==> src/rtl/kamus_pipe_ctrl.sv <==
// kamus-v IF/ID/EX sequencing: redirect flush, load-use stall and the FENCE.I drain/invalidate/refetch sequence.
// Optional perf counters are built only when KAMUS_PIPE_PERF_EN is defined.
module kamus_pipe_ctrl #(
  parameter int unsigned DRAIN_CYCLES = 3
) (
  input  logic        clk_i,
  input  logic        rst_ni,
  input  logic        id_valid_i,
  input  logic [4:0]  id_rs1_addr_i,
  input  logic [4:0]  id_rs2_addr_i,
  input  logic        id_rs1_used_i,
  input  logic        id_rs2_used_i,
  input  logic        id_fence_i_i,
  input  logic        ex_valid_i,
  input  logic        ex_is_load_i,
  input  logic [4:0]  ex_rd_addr_i,
  input  logic        ex_redirect_i,
  input  logic        l1d_busy_i,
  output logic        if_stall_o,
  output logic        id_stall_o,
  output logic        id_flush_o,
  output logic        ex_bubble_o,
  output logic        icache_inv_o,
  output logic        refetch_o,
  output logic [1:0]  state_o,
  output logic [31:0] stall_cycles_o,
  output logic [31:0] flush_count_o
);

  localparam int unsigned CNT_W = $clog2(DRAIN_CYCLES + 1);

  typedef enum logic [1:0] {
    ST_RUN     = 2'd0,
    ST_DRAIN   = 2'd1,
    ST_INV     = 2'd2,
    ST_ILLEGAL = 2'd3
  } state_e;

  state_e           state_q, state_d;
  logic [CNT_W-1:0] cnt_q, cnt_d;

  logic load_use, fence_req;
  logic if_stall, id_stall, id_flush, ex_bubble, icache_inv, refetch;

  assign load_use = id_valid_i & ex_valid_i & ex_is_load_i & (ex_rd_addr_i != 5'd0) &
                    ((id_rs1_used_i & (id_rs1_addr_i == ex_rd_addr_i)) |
                     (id_rs2_used_i & (id_rs2_addr_i == ex_rd_addr_i)));
  assign fence_req = id_valid_i & id_fence_i_i;

  // NOTE: every signal written here gets a default first, so no path can infer a latch.
  always_comb begin
    state_d    = state_q;
    cnt_d      = cnt_q;
    if_stall   = 1'b0;
    id_stall   = 1'b0;
    id_flush   = 1'b0;
    ex_bubble  = 1'b0;
    icache_inv = 1'b0;
    refetch    = 1'b0;
    unique case (state_q)
      ST_RUN: begin
        if (ex_redirect_i) begin
          id_flush  = 1'b1;
          ex_bubble = 1'b1;
        end else if (load_use) begin
          if_stall  = 1'b1;
          id_stall  = 1'b1;
          ex_bubble = 1'b1;
        end else if (fence_req) begin
          if_stall  = 1'b1;
          id_stall  = 1'b1;
          ex_bubble = 1'b1;
          cnt_d     = CNT_W'(DRAIN_CYCLES - 1);
          state_d   = ST_DRAIN;
        end
      end
      ST_DRAIN: begin
        if (ex_redirect_i) begin
          // A redirect kills the fence itself, so the sequence is abandoned.
          id_flush  = 1'b1;
          ex_bubble = 1'b1;
          state_d   = ST_RUN;
        end else begin
          if_stall  = 1'b1;
          id_stall  = 1'b1;
          ex_bubble = 1'b1;
          if (cnt_q != '0) begin
            cnt_d = cnt_q - CNT_W'(1);
          end else if (!l1d_busy_i) begin
            state_d = ST_INV;
          end
        end
      end
      ST_INV: begin
        if (ex_redirect_i) begin
          id_flush  = 1'b1;
          ex_bubble = 1'b1;
        end else begin
          icache_inv = 1'b1;
          refetch    = 1'b1;
          if_stall   = 1'b1;
        end
        state_d = ST_RUN;
      end
      default: state_d = ST_RUN;
    endcase
  end

  // NOTE: reset is synchronous, so rst_ni stays out of the sensitivity list.
  always_ff @(posedge clk_i) begin
    if (!rst_ni) begin
      state_q <= ST_RUN;
      cnt_q   <= '0;
    end else begin
      state_q <= state_d;
      cnt_q   <= cnt_d;
    end
  end

  // Outputs are masked while reset is held so nothing leaks before the first edge.
  assign if_stall_o   = rst_ni & if_stall;
  assign id_stall_o   = rst_ni & id_stall;
  assign id_flush_o   = rst_ni & id_flush;
  assign ex_bubble_o  = rst_ni & ex_bubble;
  assign icache_inv_o = rst_ni & icache_inv;
  assign refetch_o    = rst_ni & refetch;
  assign state_o      = rst_ni ? state_q : 2'd0;

`ifdef KAMUS_PIPE_PERF_EN
  logic [31:0] stall_cycles_q, flush_count_q;

  always_ff @(posedge clk_i) begin
    if (!rst_ni) begin
      stall_cycles_q <= '0;
      flush_count_q  <= '0;
    end else begin
      stall_cycles_q <= stall_cycles_q + 32'(id_stall_o);
      flush_count_q  <= flush_count_q + 32'(id_flush_o);
    end
  end

  assign stall_cycles_o = rst_ni ? stall_cycles_q : 32'd0;
  assign flush_count_o  = rst_ni ? flush_count_q : 32'd0;
`else
  assign stall_cycles_o = 32'd0;
  assign flush_count_o  = 32'd0;
`endif

endmodule

==> config.mk <==
export PLATFORM = sky130hd
export DESIGN_NAME = kamus_pipe_ctrl
export DESIGN_NICKNAME = d
export VERILOG_FILES = /design/src/rtl/kamus_pipe_ctrl.sv
export SDC_FILE = /design/constraint.sdc
export NUM_CORES = 1
export LEC_CHECK = 0
export CORE_ASPECT_RATIO = 0.5
export CORE_UTILIZATION = 30
export DETAILED_ROUTE_END_ITERATION = 8
export PLACE_DENSITY_LB_ADDON = 0.05
export SLEW_MARGIN = 10
export SYNTH_ARGS = -nofsm -noshare
export SYNTH_HDL_FRONTEND = slang
export SYNTH_SLANG_ARGS = --single-unit
export TNS_END_PERCENT = 1
==> constraint.sdc <==
create_clock -name clk_i -period 1.96 [get_ports clk_i]
set_input_delay 0.294 -clock clk_i [delete_from_list [all_inputs] [get_ports clk_i]]
set_output_delay 0.294 -clock clk_i [all_outputs]
set_load 0.01 [all_outputs]
==> results.json <==
{
  "status": "finished, violations left",
  "violations": "design-rule violations",
  "cts.path.max_buffers": 2,
  "clk_latency_ns": 0.21,
  "synth_edf_count": 0,
  "worstPathRequired_ns": 1.67,
  "vias": 841,
  "rows": 14,
  "first_pass_iters": 6,
  "yosysWarnings": 0,
  "synth_flop_cell": "dfxtp_1",
  "hold_buffers": 0,
  "grt_max_degree": 7,
  "ys_top_cells_by_area": "buf_4, xnor2_1, dfxtp_1",
  "cp_slowest_cell": "clkdlybuf4s50_1",
  "critical_path.cell_chain": "clkdlybuf4s50_1 > inv_1 > buf_4 > nor2_1 > clkdlybuf4s50_1",
  "grt-ovfl-total": 0,
  "powerDensity_nw_per_um2": 465,
  "antenna_found_initial": 0,
  "synth_area_leader_cell": "buf_4",
  "leakagePower_nw": 0.776,
  "drive_gt1_share_pct": 17.7,
  "crit_path_max_incr_delay_ns": 0.53,
  "cp-end-kind": "primary output",
  "clkSinkCount": 4,
  "grt_usage_pct": 10.5,
  "cp.arrival_ns": 1.65,
  "met2_usage_pct": 17.7,
  "initial_core_util_pct": 32.9,
  "worstSetupStartpointType": "input port",
  "fin_nets": 218,
  "cts_tree": "built",
  "regArea_um2": 80.1,
  "cts_root_buf": "clkbuf_8",
  "h-tree-depth": 1,
  "route.detailed.drc": 7,
  "ff2ff_path_depth": 8,
  "ir_drop_mv": 0.205,
  "drt_iter0_drc": 36,
  "timing.final.crit_share_pct": 99.1,
  "vias_per_cell": 3.72,
  "crit_fanout": 4,
  "dpl.cell_count": 223,
  "gp_congestion": 0.718,
  "grt_use_met1_pct": 13.4,
  "use_met3_pct": 4.19,
  "crit_top_cell": "clkdlybuf4s50_1",
  "port_buffers": 32,
  "yosysSeqAreaShare_pct": 7.76,
  "ios": 97,
  "rsz0062_at_grt": "true",
  "floorplan.die.height_um": 43.5,
  "setup_tns_ns": 0,
  "fmax_mhz": 515,
  "path_buf_inv": 4,
  "setup_viol": 0,
  "most-common-layout-cells": "conb_1, buf_4, clkdlybuf4s50_1, xnor2_1",
  "hold_class": "reg2reg",
  "grt_pass1_wl_um": 3000,
  "mappedNetlistArea_um2": 1030,
  "dieArea_um2": 3690,
  "synth_top_area_share_pct": 47.3,
  "top_usage_layer": "met2",
  "synth-seq-cells": 4,
  "min_path_cells": 2,
  "crit_cells": 5,
  "core_area_um2": 3140,
  "wl_um": 1940,
  "multi_input_comb_area_um2": 696,
  "cts_made_buffers": 3,
  "ff2ff_setup_slack_ns": 0.18,
  "final_core_util_pct": 42.8,
  "min_from": "cnt_q[1]$_SDFFE_PN0P_",
  "fin_cells": 226,
  "finalClockSkew_ns": 0.00339,
  "grt_pass1_vias": 671,
  "die_w_um": 85.0,
  "detailed_place_hpwl_um": 1750,
  "maxCapViolCount": 0,
  "detail-route-antenna-nets": 0,
  "synth_area_per_cell_um2": 7.65,
  "ys_types": 28,
  "final.fill_count": 343,
  "postCtsSetupRepairBufs": 0,
  "reg2reg_from": "state_q[1]$_SDFFE_PN0P_",
  "startpoint": "rst_ni",
  "syn_inst": 135,
  "fin_crit_ns": 1.94,
  "critical_path_class": "in2out",
  "cp_top_family": "buffers and inverters",
  "async_flop_share_pct": 0,
  "final_common_cell": "conb_1",
  "path_clk_slew_ns": 0.03,
  "final-hold-violation-count": 0,
  "wl_per_cell_um": 8.59,
  "n_antenna_cell": 0,
  "slew_violations": 0,
  "synthToLayoutAreaGrowth_pct": 29.9
}
through the flow:
stage | instance area [um^2] | worst slack [ns] | hold WS, ns | total power [W]
after floorplan | 1270 | 0.336 | 0.432 | 0.000382
after global routing | 1340 | -0.0582 | 0.500 | 0.000680
after detailed placement | 1290 | -0.551 | 0.470 | 0.000459
after global placement | 1290 | -0.535 | 0.466 | 0.000460
after CTS | 1300 | -0.0348 | 0.474 | 0.000619
final | 1340 | 0.0183 | 0.469 | 0.000624
state kept, by name, summed over array words and instances, names as in the netlist:
name,cells
cnt_q,2
state_q,2
kinds of logic after synthesis:
group | share of synthesized area, %
buf+inv | 49.5
fa+ha+maj | 6.06
compound gates | 15.0
simple gates | 12.8
other cells | 0.363
xor+xnor | 8.48
flops | 7.76
worst paths after layout:
path                                                 to
worst max-delay path                         state_o[0]
worst min-delay path              cnt_q[1]$_SDFFE_PN0P_
worst max register to register  state_q[1]$_SDFFE_PN0P_
worst min register to register    cnt_q[1]$_SDFFE_PN0P_
power by group:
part           total [W]  switching (W)  internal [W]
sequential     0.0000975     0.00000477     0.0000927
combinational   0.000357       0.000189      0.000168
clock           0.000169      0.0000386      0.000131
Yosys cell counts (all sizes together) (3+ instances only):
| cell | number |
|---|---|
| nand2 | 4 |
| o21ai | 3 |
| and3 | 4 |
| inv | 6 |
| xnor2 | 10 |
| dfxtp | 4 |
| a21oi | 4 |
| nand4 | 4 |
| a211oi | 3 |
| ha | 5 |
| nor2 | 7 |
| buf | 65 |
metal layers:
layer	vias to the layer above	wire length, um
met2	58	861
met4	0	0
li1	418	-
met3	0	208
met1	365	872
met5	-	0
tightest hold or removal path, delay by kind of cell, from the launching register on:
kind	cells	cell delay [ns]
DFF	1	0.28
buffers and inverters	1	0.08
AOI/OAI and AO/OA	1	0.06
repair_timing:
item	CTS	global route
setup endpoints to repair	6	7
resized for setup	21	12
pin swaps	6	11
cell type report:
type,instances,area share [%]
Sequential cell,4,5.97
Inverter,6,1.68
Clock buffer,3,3.08
Timing Repair Buffer,50,33.7
Tap cell,40,3.73
Multi-Input combinational cell,123,51.9
No activity file was read; power rests on OpenSTA's default activity.
